`src/rtl/dmem_arbiter.sv`:
```
// -----------------------------------------------------------------------------
// dmem_arbiter
//
// Two-requester arbiter in front of the single-port data memory.
//   Port 0 : core load/store path (p0_req_i & !p0_gnt_o stalls the core)
//   Port 1 : program/debug loader
// One access is granted per cycle and drives the memory combinationally in
// that cycle. A granted read returns its data one cycle later, and only to the
// port that issued it. Writes finish at the granting edge and give no response.
//
// Parameters
//   AW         word-address width (64-word memory by default)
//   DW         data width
//   FIXED_PRIO 0 = round-robin between the ports, 1 = port 0 always wins
//
// Ports
//   clk_i, rst_i                        clock, async active-high reset
//   pN_req_i/we_i/addr_i/wdata_i        request from port N
//   pN_gnt_o                            request of port N accepted this cycle
//   pN_rvalid_o/rdata_o                 read response for port N
//   mem_re_o/we_o/addr_o/wdata_o        memory command
//   mem_rdata_i                         memory read data, one cycle after mem_re_o
// -----------------------------------------------------------------------------
module dmem_arbiter #(
    parameter int AW         = 6,
    parameter int DW         = 32,
    parameter int FIXED_PRIO = 0
) (
    input  logic          clk_i,
    input  logic          rst_i,

    input  logic          p0_req_i,
    input  logic          p0_we_i,
    input  logic [AW-1:0] p0_addr_i,
    input  logic [DW-1:0] p0_wdata_i,
    output logic          p0_gnt_o,
    output logic          p0_rvalid_o,
    output logic [DW-1:0] p0_rdata_o,

    input  logic          p1_req_i,
    input  logic          p1_we_i,
    input  logic [AW-1:0] p1_addr_i,
    input  logic [DW-1:0] p1_wdata_i,
    output logic          p1_gnt_o,
    output logic          p1_rvalid_o,
    output logic [DW-1:0] p1_rdata_o,

    output logic          mem_re_o,
    output logic          mem_we_o,
    output logic [AW-1:0] mem_addr_o,
    output logic [DW-1:0] mem_wdata_o,
    input  logic [DW-1:0] mem_rdata_i
);

    // r_last     : port granted most recently (1 after reset so port 0 wins the first tie)
    // r_rd_pend  : a read was granted last cycle; its data is on mem_rdata_i now
    // r_rd_owner : port that issued that read
    logic          r_last;
    logic          r_rd_pend;
    logic          r_rd_owner;

    logic          w_gnt0;
    logic          w_gnt1;
    logic          w_any;
    logic          w_sel;
    logic          w_we;
    logic          w_rvalid;
    logic [AW-1:0] w_addr;
    logic [DW-1:0] w_wdata;

    // Grant decision. Everything is held off while reset is asserted so that a
    // write presented in a reset cycle never reaches the memory.
    always_comb begin
        w_gnt0 = 1'b0;
        w_gnt1 = 1'b0;
        if (!rst_i) begin
            if (p0_req_i && p1_req_i) begin
                // Tie: fixed priority favours port 0; round-robin favours the
                // port that was not served last.
                if ((FIXED_PRIO != 0) || r_last) begin
                    w_gnt0 = 1'b1;
                end else begin
                    w_gnt1 = 1'b1;
                end
            end else begin
                w_gnt0 = p0_req_i;
                w_gnt1 = p1_req_i;
            end
        end
    end

    assign w_any   = w_gnt0 | w_gnt1;
    assign w_sel   = w_gnt1;
    assign w_we    = w_sel ? p1_we_i    : p0_we_i;
    assign w_addr  = w_sel ? p1_addr_i  : p0_addr_i;
    assign w_wdata = w_sel ? p1_wdata_i : p0_wdata_i;

    assign p0_gnt_o    = w_gnt0;
    assign p1_gnt_o    = w_gnt1;

    // Memory bus is quiet (all zero) whenever nothing is granted.
    assign mem_we_o    = w_any & w_we;
    assign mem_re_o    = w_any & ~w_we;
    assign mem_addr_o  = w_any ? w_addr  : '0;
    assign mem_wdata_o = w_any ? w_wdata : '0;

    always_ff @(posedge clk_i or posedge rst_i) begin
        if (rst_i) begin
            r_last     <= 1'b1;
            r_rd_pend  <= 1'b0;
            r_rd_owner <= 1'b0;
        end else begin
            if (w_any) begin
                r_last <= w_sel;
            end
            r_rd_pend <= w_any & ~w_we;
            if (w_any && !w_we) begin
                r_rd_owner <= w_sel;
            end
        end
    end

    // Response path. Gating with rst_i drops a pending response the moment
    // reset is raised, without waiting for the register to clear.
    assign w_rvalid    = r_rd_pend & ~rst_i;
    assign p0_rvalid_o = w_rvalid & ~r_rd_owner;
    assign p1_rvalid_o = w_rvalid &  r_rd_owner;
    assign p0_rdata_o  = p0_rvalid_o ? mem_rdata_i : '0;
    assign p1_rdata_o  = p1_rvalid_o ? mem_rdata_i : '0;

endmodule
```
`config.mk`:
```
export PLATFORM = sky130hd
export DESIGN_NAME = dmem_arbiter
export DESIGN_NICKNAME = d
export VERILOG_FILES = /design/src/rtl/dmem_arbiter.sv
export SDC_FILE = /design/constraint.sdc
export NUM_CORES = 1
export LEC_CHECK = 0
export BUFFER_PORTS_ARGS = -buffer_cell sky130_fd_sc_hd__buf_2
export CAP_MARGIN = 20
export CORE_AREA = 2 2 87 89
export CTS_CLUSTER_SIZE = 20
export DETAILED_ROUTE_END_ITERATION = 6
export DIE_AREA = 0 0 89 91
export SLEW_MARGIN = 15
export SYNTH_ARGS = -nofsm -noshare
export SYNTH_HDL_FRONTEND = slang
export SYNTH_SLANG_ARGS = --single-unit
```
`constraint.sdc`:
```
create_clock -name clk_i -period 2.35 [get_ports clk_i]
set_input_delay 0.235 -clock clk_i [delete_from_list [all_inputs] [get_ports clk_i]]
set_output_delay 0.235 -clock clk_i [all_outputs]
set_load 0.02 [all_outputs]
```
==> Word level (Yosys, flattened, before mapping) <==
Cells that the tools add are included.
{ "op_classes": {"muxes": 13, "bitwise": 9, "reduce_logical": 3} }
{ "op_table": {"columns": ["op", "count"], "rows": [
  ["32-bit two-way mux", 4],
  ["6-bit two-way mux", 2],
  ["1-bit two-way mux", 7],
  ["1-bit AND", 5],
  ["1-bit NOT", 3],
  ["1-bit logical AND", 2],
  ["1-bit zero test", 1],
  ["1-bit OR", 1]
]} }
{ "word_totals": {"regBits": 3, "output_inout_bits": 108, "word_cells": 28} }

==> Depth between registers and ports, before layout <==
Gate-level depths: netlist of run 1.
{ "logic_depth": {"word_depth": 6, "mapped_depth": 5} }

==> Worst setup path after synthesis of run 1 <==
No wires, ideal clock.
{ "synth_path": {"path_type": "reg-to-output", "startpoint": "register r_last", "endpoint": "output mem_wdata_o[22]", "t_arrival_ps": 1340, "path_slack_ps": 775, "stages_incl_launch_ff": 5, "cell_sequence": "dfstp_2 > and2_1 > clkbuf_2 > o21ai_1 > a21oi_1"} }
{ "synth_via": {"elab_chain_cells": 5, "word_cells_on_any_way": 9} }
{ "synth_lines": {"columns": ["item", "line_no", "rtl"], "rows": [
  ["start: declaration", "58", "logic r_last;"],
  ["start signal: assignment", "114", "r_last <= w_sel;"],
  ["1-bit two-way mux", "80", "if ((FIXED_PRIO != 0) || r_last) begin"],
  ["1-bit two-way mux", "77", "if (p0_req_i && p1_req_i) begin"],
  ["1-bit two-way mux", "76", "if (!rst_i) begin"],
  ["32-bit two-way mux / 1-bit OR (equally long branches)", "96, 92", null],
  ["32-bit two-way mux *", "105", "assign mem_wdata_o = w_any ? w_wdata : '0;"],
  ["end: declaration", "51", "output logic [DW-1:0] mem_wdata_o,"]
]} }
Every way passes the cells marked *; elsewhere a longest branch is shown, timed or not.

==> Final worst setup path of run 1 <==
{ "layout_path": {"startpoint": "register r_last", "endpoint": "output mem_wdata_o[6]"} }
The elaborated chain is that of the path after synthesis.

==> reports/metrics.cfg, run 1 <==
[grt]
grt_max_degree = 42
grt_overflow = 0
grt_usage_pct = 16.2
grt_pass1_vias = 2312
grt_pass1_wl_microns = 10800
antenna_found_initial = 0

[pwr]
p_per_area_mw_per_mm2 = 269
power_leakage_nw = 1.50
ir_drop_mv = 0.166

[cells_and_area]
fin_cells = 531
final_nets = 547
fin_area_sq_mm = 0.00268
antennaDiodeCount = 0
drive_gt1_share_pct = 55.1
synthToLayoutAreaGrowth_pct = 82.4
final_util_pct = 37.5

[sta]
slew_headroom_pct = 34.2
worst_pin_slew_ps = 983
hold_viol_final = 0
post-route-period-util_pct = 92.2
slew_violations = 0
max_freq_mhz = 461
finalClockSkew_ps = 0.803
fin_setup_tns_ps = 0
rsz0062_at_grt = false
finalCriticalPeriod_ps = 2170
setup_viol = 0

[drt]
drc = 0
firstDrtPassIters = 4
drt_wl_total_microns = 7400
drt_iter0_drc = 58
routedWlPerCell_microns = 13.9
vias = 2556
ant_nets = 0
viasPerCell = 4.81

[worst_setup_path]
crit_required_ps = 2120
r2r_end = r_rd_pend
rrSetupSlack_ps = 750
critPathCaptureType = primary output
cp_max_fo = 23
path_class = flip-flop to primary output
worstPathArrival_ps = 1930
reg2reg_depth = 4
r2r-start = r_last
worst_setup_path_start_kind = flip-flop

[floorplanning]
dieHeight_microns = 91
rows = 31
core-area_sq_mm = 0.00714
io_pins = 222
initial_utilization_pct = 20.6
dieArea_sq_mm = 0.00810
die_width_microns = 89

[cts]
h-tree-depth = 1
clkSlewWorstSetupHoldPaths_ps = 30
clock_sinks = 3
cts_hold_buffers = 0
root_buffer = clkbuf_8
clock_latency_ps = 210
cts_buffers = 3
cts-resized-gates = 0
clk_path_buf_depth = 2
postCtsSetupBuffers = 0
tritoncts = done

[placed_design]
dp.cells = 527
place_hpwl_microns = 5930
placement.io_buffers = 221
place_congestion = 0.801
placed_area_sq_mm = 0.00263

[logic_synthesis]
synth_nets = 347
synth.largest_area_cell = and2_1
synth-seq-cells = 3
netlist_area_sq_mm = 0.00147
synth_area_per_cell_sq_um = 6.30
ys_seq_area_share_pct = 5.20
synth_cell_types = 22
ys_top_cells_by_area = and2_1, o2111ai_1, o21ai_1, a21oi_1, buf_2
synth_warnings = 0
yosysTopAreaCellShare_pct = 27.7
syn_inst = 233

[run_status]
status = complete, no violations

[flow_run]
cap_violations = 0

[min_path]
hold_class = input port to asynchronous set/reset pin

==> layout make-up <==
type | instances | area, sq um
flip-flops and latches | 3 | 76.3
fillers | 813 | 4460
well taps | 99 | 124
repair buffers | 229 | 1190
multi-input cells | 193 | 1230
clock buffers | 4 | 45.0
inverters | 3 | 11.3
==> synth_stat cells <==
cell type / instances
and2_1: 65
o21ai_1: 40
a21oi_1: 39
o2111ai_1: 39
buf_2: 19
clkbuf_1: 11
buf_4: 2
clkbuf_2: 2
dfrtp_1: 2
inv_2: 2
a21o_1: 1
and3_1: 1
and3b_1: 1
dfstp_2: 1
inv_1: 1
nand2b_2: 1
nor2_1: 1
nor2b_1: 1
nor3_1: 1
nor3b_2: 1
o31ai_1: 1
o41ai_1: 1
==> where the power goes <==
group	total [mW]	internal [mW]	switching [mW]	leakage, nW
logic	0.503	0.195	0.308	1.44
clock network	0.150	0.116	0.0347	0.0228
registers	0.0670	0.0609	0.00610	0.0351
==> kinds of logic (layout without fill, tap and decap cells) <==
group	Yosys count	in the layout	share of synthesized area [%]
AO/OA/AOI/OAI	121	121	51.8
AND/OR/NAND/NOR	72	72	31.2
buffers and inverters	37	236	11.8
flip-flops	3	3	5.20
==> critical path, cell delays in order (launching register included) <==
cell,delay [ps]
dfstp_2,370
inv_1,500
buf_4,330
o2111ai_1,160
a21oi_1,160
buf_2,190
==> metrics by stage <==
| stage | hold WS, ps | total power, mW | setup WS, ps |
|---|---|---|---|
| 6_report | 65.6 | 0.721 | 182 |
| 5_1_grt | 76.4 | 0.786 | 40.6 |
| 4_1_cts | 61.9 | 0.730 | 156 |
| 3_5_place_dp | 289 | 0.572 | 380 |
| 3_3_place_gp | 285 | 0.566 | 447 |
| 2_1_floorplan | 142 | 0.364 | 775 |
==> routing by layer <==
| metal | track usage [%] | up-vias | part of all wire, % |
|---|---|---|---|
| met5 | 0 | - | 0 |
| met4 | 3.36 | 0 | 1.4 |
| met3 | 4.00 | 8 | 8.9 |
| met2 | 31.2 | 127 | 51 |
| met1 | 17.3 | 1149 | 38 |
| li1 | - | 1272 | - |
==> registers in the layout, indices dropped and copies added (netlist names) <==
register and flops:
r_last 1, r_rd_owner 1, r_rd_pend 1
==> cell usage in the layout, fill, tap and decap left out <==
master and n:
inv_1 1, clkbuf_8 3, inv_2 2, and2_1 65, nor3_1 1, a21o_1 1, o41ai_1 1, o2111ai_1 39
dfstp_2 1, nand2b_2 1, dfrtp_1 2, o21ai_4 1, and3_1 1, nor2_1 1, buf_2 221, nor3b_2 1
clkbuf_1 1, a21oi_1 39, o21ai_1 39, nor2b_1 1, o31ai_1 1, buf_12 2, buf_4 6, and3b_1 1
==> worst max path at each step <==
stage	to	cells past startpoint	slack, ps	startpoint
CTS	mem_wdata_o[6]	5	160	r_last
global route	mem_wdata_o[6]	5	40	r_last
finish	mem_wdata_o[6]	5	180	r_last
global placement	mem_re_o	4	450	p1_req_i
floorplan	mem_wdata_o[22]	4	780	r_last
detailed placement	mem_re_o	4	380	p1_req_i
(Power assumes the default switching activity.)
==> inputs of run 2 (changes only) <==
--- a/config.mk
+++ b/config.mk
@@ -5,12 +5,13 @@
 export SDC_FILE = /design/constraint.sdc
 export NUM_CORES = 1
 export LEC_CHECK = 0
+export ABC_AREA = 1
 export BUFFER_PORTS_ARGS = -buffer_cell sky130_fd_sc_hd__buf_2
 export CAP_MARGIN = 20
-export CORE_AREA = 2 2 87 89
+export CORE_AREA = 2 2 86 88
 export CTS_CLUSTER_SIZE = 20
 export DETAILED_ROUTE_END_ITERATION = 6
-export DIE_AREA = 0 0 89 91
+export DIE_AREA = 0 0 88 90
 export SLEW_MARGIN = 15
 export SYNTH_ARGS = -nofsm -noshare
 export SYNTH_HDL_FRONTEND = slang
==> reports/metrics.cfg, run 2 <==
[sta]
rsz0062_at_grt = false
finalClockSkew_ps = 1.08  ; +0.277 ps
setup_viol = 0  ; unchanged
max_freq_mhz = 499  ; +8.2%
finalCriticalPeriod_ps = 2000  ; -164 ps
slew_violations = 0  ; unchanged
worst_pin_slew_ps = 626  ; -357 ps
fin_setup_tns_ps = 0  ; unchanged
hold_viol_final = 0  ; unchanged
post-route-period-util_pct = 85.3  ; -7.0 points
slew_headroom_pct = 58.2  ; +24 points

[cts]
root_buffer = clkbuf_8
tritoncts = done
clock_sinks = 3  ; unchanged
clk_path_buf_depth = 2  ; unchanged
clkSlewWorstSetupHoldPaths_ps = 30  ; about the same
cts-resized-gates = 0  ; unchanged
h-tree-depth = 1  ; unchanged
clock_latency_ps = 210  ; about the same
cts_buffers = 3  ; unchanged

[cells_and_area]
reg_top3 = r_last (1), r_rd_owner (1), r_rd_pend (1)
synthToLayoutAreaGrowth_pct = 101
final_nets = 581  ; +6.2%
drive_gt1_share_pct = 51.1  ; -4.0 points
final_common_cell = buf_2
final_cell_mix = buf_2, nor2_1, inv_1, o21ai_0
antennaDiodeCount = 0  ; unchanged

[worst_setup_path]
critPathCaptureType = primary output
cp_max_fo = 39  ; +70%
crit_required_ps = 2120  ; about the same
path_class = flip-flop to primary output
worst_setup_path_start_kind = flip-flop
cp_top_family = buffers and inverters
path_cells = nand2_1, nand3_4, inv_2, nor2_1, nor2_1, buf_2
crit_path_top_delay_cell = inv_2
worstPathArrival_ps = 1770  ; -160 ps
cp_common_cell = nor2_1
rrSetupSlack_ps = 840  ; +90 ps
worst-path-buf-inv = 2  ; -1
slowest_delay_ps = 500  ; about the same

[logic_synthesis]
synth-edff-count = 0  ; unchanged
synthArstFlopShare_pct = 100  ; unchanged
synth_area_per_cell_sq_um = 4.61  ; -27%
syn_inst = 255  ; +9.4%
ys_top_cells_by_area = nor2_1, o21ai_0, inv_1, dfrtp_1, buf_2
synth_warnings = 0  ; unchanged
synth_cell_types = 21  ; -4.5%
yosysMostFrequentCell = nor2_1
synth_common_cells = nor2_1, inv_1, o21ai_0
synth.largest_area_cell = nor2_1
yosysTopAreaCellShare_pct = 43.5  ; +16 points
synth-seq-cells = 3  ; unchanged
ys_seq_area_share_pct = 6.50  ; +1.3 points
synth_ff_type = dfrtp_1
netlist_area_sq_mm = 0.00117  ; -20%
synth_nets = 369  ; +6.3%

[min_path]
hold_class = input port to asynchronous set/reset pin

[grt]
grt_pass1_vias = 2066  ; -11%
grt_pass1_wl_microns = 8590  ; -20%
grt_overflow = 0  ; unchanged
grt_usage_pct = 13.1  ; -3.1 points
grt_max_degree = 41  ; -2.4%
antenna_found_initial = 0  ; unchanged

[drt]
drt_iter0_drc = 32  ; -45%
drc = 0  ; unchanged
drt_wl_total_microns = 5790  ; -22%
ant_nets = 0  ; unchanged
routedWlPerCell_microns = 10.2  ; -27%
firstDrtPassIters = 4  ; unchanged
viasPerCell = 4.01  ; -17%
vias = 2267  ; -11%

[floorplanning]
dieHeight_microns = 90  ; -1.1%
core-area_sq_mm = 0.00702  ; -1.6%
die_width_microns = 88  ; -1.1%
dieArea_sq_mm = 0.00792  ; -2.2%
initial_utilization_pct = 16.7  ; -3.8 points
io_pins = 222  ; unchanged
rows = 31  ; unchanged

[flow_run]
cap_violations = 0  ; unchanged

[placed_design]
place_hpwl_microns = 4890  ; -18%
place_congestion = 0.739  ; -7.7%
placement.io_buffers = 221  ; unchanged

[pwr]
total_power_uw = 638  ; -11%
ir_drop_mv = 0.114  ; -32%
p_per_area_mw_per_mm2 = 271  ; +0.56%
power_leakage_nw = 1.66  ; +11%

[run_status]
status = complete, no violations

-- run 2: changes by cell type after synthesis, moves of 3 or more --
cell / delta
and2_1: -65
inv_1: +38
nor2_2: +4
clkbuf_1: -7
a21oi_1: -38
clkbuf_8: +3
nand2_1: +4
o21ai_1: -40
o2111ai_1: -39
nor2_1: +135
buf_2: -10
o21ai_0: +39
-- run 2: logic make-up after synthesis --
logic type | count (synthesis) | synth area share [%]
simple gates | 150 | 51.1
compound gates | 42 | 18.4
buf+inv | 60 | 24.0
flops | 3 | 6.50
-- run 2: path summary, 6_finish.rpt --
kind                               from        endpoint  depth (start not counted)
worst max-delay path             r_last  mem_wdata_o[1]                          6
worst min-delay path              rst_i          r_last                          2
worst max register to register   r_last       r_rd_pend                          6
worst min register to register   r_last          r_last                          2
max in group asynchronous         rst_i      r_rd_owner                          3
min in group clk_i              p1_we_i      r_rd_owner                          3
-- run 2: final cells by class --
| cell class | count | area, sq um |
|---|---|---|
| tap | 99 | 124 |
| sequential | 3 | 76.3 |
| clock buffer | 4 | 45.0 |
| timing repair buffer | 225 | 1140 |
| multi-input combinational | 192 | 817 |
| inverter | 42 | 158 |
| fill | 800 | 4660 |
-- run 2: per-layer routing --
metal	vias to the layer above	global-route usage [%]	routed length, microns
li1	1175	-	-
met1	950	12.3	2070
met2	138	28.3	3130
met3	4	1.47	556
met4	0	2.82	34
met5	-	0	0
-- run 2: through the flow --
step / util [%] / cells / worst slack (ps) / hold slack, ps / cell area, sq um
detailed placement: 32.8 / 560 / 496 / 162 / 2300
finish: 33.6 / 565 / 346 / 119 / 2360
floorplan: - / 255 / 511 / 1.83 / 1170
global placement: 32.8 / 560 / 526 / 155 / 2300
global route: 33.6 / 565 / 194 / 131 / 2360
CTS: 33.6 / 565 / 313 / 113 / 2360
-- run 2: power by group --
group	switching [mW]	internal [mW]	total, mW
combinational	0.263	0.164	0.427
clock	0.0314	0.115	0.147
sequential	0.00405	0.0602	0.0642
total	0.298	0.340	0.638
-- run 2: what timing repair did --
item | in CTS | in global routing
hold endpoints to repair | 2 | 0
setup buffers | 0 | 0
hold buffers | 1 | 0
==> inputs of run 3 (changes only) <==
--- a/config.mk
+++ b/config.mk
@@ -8,10 +8,10 @@
 export ABC_AREA = 1
 export BUFFER_PORTS_ARGS = -buffer_cell sky130_fd_sc_hd__buf_2
 export CAP_MARGIN = 20
-export CORE_AREA = 2 2 86 88
+export CORE_AREA = 2 2 87 89
 export CTS_CLUSTER_SIZE = 20
 export DETAILED_ROUTE_END_ITERATION = 6
-export DIE_AREA = 0 0 88 90
+export DIE_AREA = 0 0 89 91
 export SLEW_MARGIN = 15
 export SYNTH_ARGS = -nofsm -noshare
 export SYNTH_HDL_FRONTEND = slang
==> constraint.sdc (replaced) <==
create_clock -name clk_i -period 1.6 [get_ports clk_i]
set_input_delay 0.16 -clock clk_i [delete_from_list [all_inputs] [get_ports clk_i]]
set_output_delay 0.16 -clock clk_i [all_outputs]
set_load 0.02 [all_outputs]
==> reports/metrics.cfg, run 3 (synthesis gave the netlist of run 2 again) <==
[cells_and_area]
fin_area_sq_mm = 0.00261  ; +11%
final_common_cell = buf_2
fin_cells = 570  ; +0.88%
antennaDiodeCount = 0  ; unchanged
drive_gt1_share_pct = 56.7  ; +5.6 points
final_nets = 586  ; +0.86%
n_fill_cell = 799  ; -0.13%
final_cell_mix = buf_2, nor2_1, inv_1, o21ai_0, buf_4
synthToLayoutAreaGrowth_pct = 122
reg_top3 = r_last (1), r_rd_owner (1), r_rd_pend (1)

[cts]
cts_hold_buffers = 0  ; -1
cts_buffers = 3  ; unchanged
tritoncts = done
clkSlewWorstSetupHoldPaths_ps = 30  ; about the same
clk_path_buf_depth = 2  ; unchanged
h-tree-depth = 1  ; unchanged
root_buffer = clkbuf_8
clock_latency_ps = 220  ; about the same
clock_sinks = 3  ; unchanged

[drt]
routedWlPerCell_microns = 10.6  ; +3.1%
drc = 0  ; unchanged
firstDrtPassIters = 4  ; unchanged
drt_wl_total_microns = 6020  ; +4.0%
viasPerCell = 4.08  ; +1.6%
drt_iter0_drc = 21  ; -34%
ant_nets = 0  ; unchanged
vias = 2323  ; +2.5%

[flow_run]
cap_violations = 0  ; unchanged

[worst_setup_path]
cp_max_fo = 39  ; unchanged
r2r-start = r_last
rrSetupSlack_ps = 460  ; -380 ps
worst_setup_path_start_kind = flip-flop
startpoint = r_last
r2r_end = r_rd_owner
crit_path_end = mem_wdata_o[2]
path_class = flip-flop to primary output
critPathCaptureType = primary output
crit_required_ps = 1440  ; -680 ps
worstPathArrival_ps = 1480  ; -290 ps
reg2reg_depth = 5  ; -1

[grt]
grt_pass1_vias = 2091  ; +1.2%
grt_usage_pct = 13.0  ; -0.098 points
grt_max_degree = 41  ; unchanged
grt_pass1_wl_microns = 8600  ; +0.16%
antenna_found_initial = 0  ; unchanged
grt_overflow = 0  ; unchanged

[sta]
max_freq_mhz = 609
post-route-period-util_pct = 103
setup_slack_ps = -43.2  ; -389 ps
finalClockSkew_ps = 1.97  ; +0.890 ps
hold_viol_final = 0  ; unchanged
rsz0062_at_grt = true
finalCriticalPeriod_ps = 1640
setup_viol = 38  ; +38
slew_violations = 0  ; unchanged
worst_pin_slew_ps = 244  ; -382 ps
slew_headroom_pct = 83.7  ; +25 points

[floorplanning]
dieArea_sq_mm = 0.00810  ; +2.3%
io_pins = 222  ; unchanged
dieHeight_microns = 91  ; +1.1%
core-area_sq_mm = 0.00714  ; +1.7%
initial_utilization_pct = 16.5  ; -0.27 points
rows = 31  ; unchanged
die_width_microns = 89  ; +1.1%

[pwr]
pwr-share-comb_pct = 69.0  ; +2.1 points
power.switching_uw = 470  ; +58%
clkPwrFrac_pct = 21.5  ; -1.5 points
power.share.switching_pct = 46.0  ; -0.75 points
ir_drop_mv = 0.371  ; +230%
p_seq_share_pct = 9.5  ; -0.6 points
p_int_uw = 553  ; +62%
power_leakage_nw = 1.73  ; +3.8%
p_per_area_mw_per_mm2 = 392  ; +45%

[placed_design]
place_ws_ps = 30.9  ; -465 ps
placed_area_sq_mm = 0.00235  ; +2.0%
place_hpwl_microns = 4800  ; -1.9%
dp.cells = 562  ; +0.36%
placement.io_buffers = 221  ; unchanged
place_congestion = 0.758  ; +2.6%

[run_status]
violations = negative setup slack
status = finished with violations

[min_path]
hold_class = input port to asynchronous set/reset pin

==> run 3: cell types whose count changed in the layout (fill, tap and decap cells not counted), moves of 2 or more <==
cell and change:
buf_12 +3, buf_2 -23, buf_4 +22, buf_6 +2
inv_2 -2, nor2_1 -20, nor2_2 +20
==> run 3: how the worst min path moves through the flow <==
stage               cells past startpoint          to  slack, ps
floorplan                               1  r_rd_owner        -70
global placement                        3   r_rd_pend        220
detailed placement                      3   r_rd_pend        230
CTS                                     3   r_rd_pend          5
global route                            3   r_rd_pend         20
finish                                  3   r_rd_pend          5
==> run 3: layer usage <==
layer | vias up | global-route usage, % | part of all wire [%]
li1 | 1188 | - | -
met1 | 978 | 11.3 | 36
met2 | 151 | 28.5 | 53
met3 | 6 | 2.91 | 11
met4 | 0 | 1.99 | 0.70
met5 | - | 0 | 0
==> run 3: metrics by stage <==
stage / setup TNS [ps] / hold slack (ps) / power, mW / utilization [%]
CTS: -708 / 4.68 / 1.00 / 34.8
global route: -4560 / 21.4 / 1.12 / 36.5
floorplan: 0 / -73.2 / 0.466 / -
global placement: 0 / 222 / 0.730 / 32.9
finish: -1030 / 5.30 / 1.02 / 36.5
detailed placement: 0 / 226 / 0.736 / 32.9
==> run 3: critical path, stage by stage, from the launching register on <==
cell	delay (ps)
dfstp_2	520
nand2_2	70
nand3_4	130
buf_6	160
inv_16	80
nor2_1	100
nor2_1	50
buf_2	150
==> run 3: final cells by class <==
type | instances | area [sq um] | share of cell area [%]
repair buffers | 230 | 1300 | 49.7
clock buffers | 4 | 45.0 | 1.73
multi-input cells | 192 | 886 | 34.0
well taps | 99 | 124 | 4.75
inverters | 42 | 179 | 6.87
flip-flops and latches | 3 | 76.3 | 2.93
==> run 3: power by group through the flow <==
stage	combinational (mW)	sequential, mW	clock [mW]
2_1_floorplan	0.372	0.0940	0
3_3_place_gp	0.635	0.0953	0
3_5_place_dp	0.641	0.0958	0
4_1_cts	0.674	0.0973	0.228
5_1_grt	0.779	0.0981	0.239
6_report	0.706	0.0968	0.220
==> run 3: timing repair <==
item                       4_1_cts  5_1_grt
gates cloned                     1        0
setup endpoints to repair       68       93
hold endpoints to repair         0        0
resized for setup               18       41
pin swaps                        0        2
setup buffers                    1        2
